--- config.mk ---
export PLATFORM = sky130hd
export DESIGN_NAME = dual_rail_word_decoder
export DESIGN_NICKNAME = d
export VERILOG_FILES = /design/src/rtl/dual_rail_word_decoder.sv
export SDC_FILE = /design/constraint.sdc
export NUM_CORES = 1
export LEC_CHECK = 0
export ABC_AREA = 1
export BUFFER_PORTS_ARGS = -buffer_cell sky130_fd_sc_hd__buf_2
export CORE_MARGIN = 5
export CORE_UTILIZATION = 52
export DETAILED_ROUTE_END_ITERATION = 10
export PLACE_DENSITY = 0.81
export SYNTH_ARGS = -nofsm -noshare
export SYNTH_HDL_FRONTEND = slang
export SYNTH_SLANG_ARGS = --single-unit
--- constraint.sdc ---
create_clock -name clk -period 1.9 [get_ports clk]
set_input_delay 0 -clock clk [delete_from_list [all_inputs] [get_ports clk]]
set_output_delay 0 -clock clk [all_outputs]
set_load 0.02 [all_outputs]
--- src/rtl/dual_rail_word_decoder.sv ---
// Receiving end of the dual-rail (T/F) word interface: return-to-spacer protocol, fault alarms, valid/ready output.
// Optional build macro INV_ROTWORD_EN: register the decoded word rotated right by one byte (inverse RotWord).
module dual_rail_word_decoder #(
  parameter int BYTE    = 8,
  parameter int WORD    = 32,
  parameter int TIMEOUT = 16
) (
  input  logic            clk,
  input  logic            rst,
  input  logic [WORD-1:0] Input_Word_T,
  input  logic [WORD-1:0] Input_Word_F,
  output logic [WORD-1:0] out_word,
  output logic            out_valid,
  input  logic            out_ready,
  output logic            fault,
  output logic [1:0]      fault_code,
  input  logic            clear_fault
);

  localparam int CW = $clog2(TIMEOUT + 1);
  localparam logic [CW-1:0] TMAX = CW'(TIMEOUT);

  typedef enum logic [1:0] {
    WAIT_SPACER,
    WAIT_DATA,
    HOLD,
    FAULT
  } state_t;

  state_t          state, state_next;
  logic [CW-1:0]   cnt, cnt_next, cnt_inc;
  logic [WORD-1:0] word_next, cap_word;
  logic            valid_next, fault_next;
  logic [1:0]      code_next;
  logic            all_spacer, complete, illegal;
  logic            timeout_hit, illegal_hit;

  // Per-bit pair classification: 00 spacer, 10/01 data, 11 illegal.
  assign all_spacer = ~|(Input_Word_T | Input_Word_F);
  assign complete   = &(Input_Word_T ^ Input_Word_F);
  assign illegal    = |(Input_Word_T & Input_Word_F);

  assign cnt_inc = (cnt == TMAX) ? cnt : cnt + CW'(1);

`ifdef INV_ROTWORD_EN
  assign cap_word = {Input_Word_T[BYTE-1:0], Input_Word_T[WORD-1:BYTE]};
`else
  assign cap_word = Input_Word_T;
`endif

  always_ff @(posedge clk) begin
    if (rst) begin
      state      <= WAIT_SPACER;
      cnt        <= '0;
      out_word   <= '0;
      out_valid  <= 1'b0;
      fault      <= 1'b0;
      fault_code <= 2'b00;
    end else begin
      state      <= state_next;
      cnt        <= cnt_next;
      out_word   <= word_next;
      out_valid  <= valid_next;
      fault      <= fault_next;
      fault_code <= code_next;
    end
  end

  always_comb begin
    state_next  = state;
    cnt_next    = cnt;
    word_next   = out_word;
    valid_next  = out_valid;
    fault_next  = fault;
    code_next   = fault_code;
    timeout_hit = 1'b0;
    illegal_hit = (state != FAULT) && illegal;

    // In the waiting states anything that is not forward progress (including illegal pairs) counts as a stall.
    case (state)
      WAIT_SPACER: begin
        if (all_spacer) begin
          state_next = WAIT_DATA;
          cnt_next   = '0;
        end else begin
          cnt_next    = cnt_inc;
          timeout_hit = (cnt_inc == TMAX);
        end
      end
      WAIT_DATA: begin
        if (all_spacer) begin
          cnt_next = '0;
        end else if (complete) begin
          word_next  = cap_word;
          valid_next = 1'b1;
          state_next = HOLD;
          cnt_next   = '0;
        end else begin
          cnt_next    = cnt_inc;
          timeout_hit = (cnt_inc == TMAX);
        end
      end
      HOLD: begin
        if (out_valid && out_ready) begin
          valid_next = 1'b0;
          state_next = WAIT_SPACER;
          cnt_next   = '0;
        end
      end
      FAULT: begin
        valid_next = 1'b0;
        if (clear_fault) begin
          state_next = WAIT_SPACER;
          fault_next = 1'b0;
          code_next  = 2'b00;
          cnt_next   = '0;
        end
      end
      default: begin
        state_next = WAIT_SPACER;
        cnt_next   = '0;
      end
    endcase

    // A fault overrides any capture or handshake decided above; a held word is discarded.
    if (timeout_hit || illegal_hit) begin
      state_next = FAULT;
      fault_next = 1'b1;
      code_next  = {timeout_hit, illegal_hit};
      valid_next = 1'b0;
      cnt_next   = '0;
    end
  end

endmodule

==> impl_metrics.json <==
{
  "slew_viol_final": 0,
  "fill_cells": 395,
  "violations": "negative setup slack",
  "dr.pass1.iters": 6,
  "vias_per_cell": 5.35,
  "critPathTopFamily": "buffers and inverters",
  "crit_fanout": 9,
  "antennaDiodeCount": 0,
  "insertion_delay_ns": 0.32,
  "io_buffer_count": 103,
  "pre_cts_slack_ns": 0.132,
  "slowest_delay_ns": 0.59,
  "first_iter_violations": 234,
  "status": "finished with violations",
  "slowest_stage": "dlygate4sd3_1",
  "critPathKind": "input port to flip-flop",
  "wire_per_inst_um": 15.4,
  "fin_ws_ns": -0.0885,
  "die_x_um": 88.9,
  "cts_buffer_depth": 2,
  "place.gp.congestion": 0.921,
  "ys_ff_latch": 43,
  "antenna_found_initial": 0,
  "cts_sinks": 43,
  "die-height_um": 88.9,
  "path_cells": "dlygate4sd3_1, inv_2, ha_4, nand2_1, nor2_1, nand4_1, nor2_1, nand2_2, inv_2, nor2_4, buf_12, clkbuf_16, o21ai_0, a21oi_1",
  "endpoint_kind": "flip-flop",
  "critPathLaunchType": "input port",
  "detailed_place_hpwl_um": 6730,
  "skew_ns": 0.00840,
  "gr-usage-all-layers": 0.228,
  "finalSetupViolCount": 1,
  "die-area_um2": 7910,
  "max_freq_mhz": 503,
  "nNetsFinal": 746,
  "hold_violations": 0,
  "grt_first_pass_wirelength_um": 14200,
  "min_period_ns": 1.99,
  "min_period_over_period": 1.05,
  "h-tree-depth": 2,
  "ys_types": 17,
  "dp_cells": 649,
  "arrival_ns": 2.18,
  "cp.required_ns": 2.09,
  "hold_path_class": "input port to flip-flop",
  "maxCapViolCount": 0,
  "tns_ns": -0.0885,
  "grt_pass1_vias": 3390,
  "globalRouteOverflowTotal": 0,
  "drtAntennaViolNets": 0,
  "ys_seq_area_frac": 0.266,
  "syn_nets": 611,
  "finalNonFillerCells": 688,
  "grt_max_degree": 39,
  "yosysWarningCount": 0,
  "vias": 3678,
  "area_delta_synth_final_pct": 40.7,
  "row_count": 28,
  "drive_gt1_frac": 0.245,
  "ff2ff_setup_slack_ns": 0.15,
  "ios": 104,
  "synthCells": 477,
  "avgSynthCellArea_um2": 6.79,
  "cp_num_buf_inv": 5,
  "max_slew_margin": 0.611,
  "cts_tree": "done",
  "clockRootBuffer": "clkbuf_8",
  "routed_wl_um": 10600,
  "drcViolationCount": 0,
  "numCtsBuffers": 5,
  "synth_area_um2": 3240,
  "finish.utilization": 0.761,
  "initial_utilization": 0.541,
  "clk_transition_reported_paths_ns": 0.09,
  "powerDensity_nw_per_um2": 463,
  "ir_drop_mv": 0.296,
  "tightest_slew_ns": 0.583,
  "core_um2": 5990,
  "leakagePower_nw": 2.42
}
## state kept, by name (all words and copies together), names as in the netlist
name        count
out_valid       1
fault_code      2
cnt             5
out_word       32
fault           1
state           2
## worst min-delay path, delay by kind of cell
kind                   cells  cell delay [ns]
AO/OA/AOI/OAI              1             0.12
buffers and inverters      2             0.26
## layer usage
layer / global-route usage / up-vias / routed length (um)
li1: - / 1757 / -
met1: 0.271 / 1683 / 4020
met2: 0.420 / 198 / 5280
met3: 0.0406 / 40 / 927
met4: 0.0646 / 0 / 366
met5: 0 / - / 0
## final cells by class
cell class | instances | area (um2) | area share
well taps | 75 | 93.8 | 0.0206
inverters | 83 | 312 | 0.0684
repair buffers | 138 | 1010 | 0.221
multi-input cells | 341 | 2180 | 0.478
clock inverters | 1 | 7.51 | 0.00165
clock buffers | 7 | 96.3 | 0.0211
flip-flops and latches | 43 | 861 | 0.189
## final timing paths
check / start / endpoint / cells after the start
max: Input_Word_T[16] / out_word[15] / 14
min: Input_Word_T[26] / out_word[26] / 3
max reg2reg: cnt[0] / cnt[0] / 11
min reg2reg: fault_code[0] / fault_code[0] / 2
## power breakdown
group	leakage, nW	switching [mW]	internal (mW)	total (mW)
Clock	0.0505	0.358	0.331	0.689
Combinational	2.02	0.276	0.228	0.504
Sequential	0.348	0.00942	0.908	0.917
Total	2.42	0.644	1.47	2.11
## synth_stat cells (all sizes together)
cell type	instances	area share
clkbuf	3	0.0035
a31oi	1	0.0019
inv	83	0.096
nand3	13	0.022
a21oi	37	0.057
nand2	99	0.11
nand4	9	0.017
o21ai	37	0.057
ha	66	0.25
a22oi	1	0.0023
dfxtp	43	0.27
nor2	78	0.093
buf	7	0.015
## per-stage QoR
| step | power, mW | hold slack (ns) | cell area (um2) |
|---|---|---|---|
| floorplan | 1.16 | 0.0691 | 3240 |
| global placement | 1.31 | 0.191 | 3850 |
| detailed placement | 1.32 | 0.201 | 3850 |
| CTS | 2.04 | 0.116 | 4280 |
| global route | 2.21 | 0.136 | 4560 |
| finish | 2.11 | 0.0910 | 4560 |
## cells in the final DEF (no fill, tap or decap), types with 9 or more instances in the layout
cell type,netlist,final
nand3_1,12,12
nor2_1,75,71
dfxtp_1,43,43
inv_2,0,12
o21ai_1,12,17
ha_1,66,55
nand2_1,99,97
nand4_1,9,9
o21ai_0,25,18
dlygate4sd3_1,0,29
inv_1,83,71
ha_4,0,11
buf_2,5,93
a21oi_1,37,35
## kinds of logic (layout without fill, tap and decap cells)
family / count (synthesis) / in the layout / share of synthesized area
simple gates: 199 / 199 / 0.246
buf+inv: 93 / 229 / 0.114
compound gates: 76 / 76 / 0.119
fa+ha+maj: 66 / 66 / 0.255
flops: 43 / 43 / 0.266
## timing repair
action | in CTS | in global routing
buffers inserted | 0 | 4
setup endpoints to repair | 0 | 41
hold buffers | 33 | 0
endpoints found under the hold margin | 34 | 0
resized for setup | 0 | 45
No activity file was read; power rests on OpenSTA's default activity.
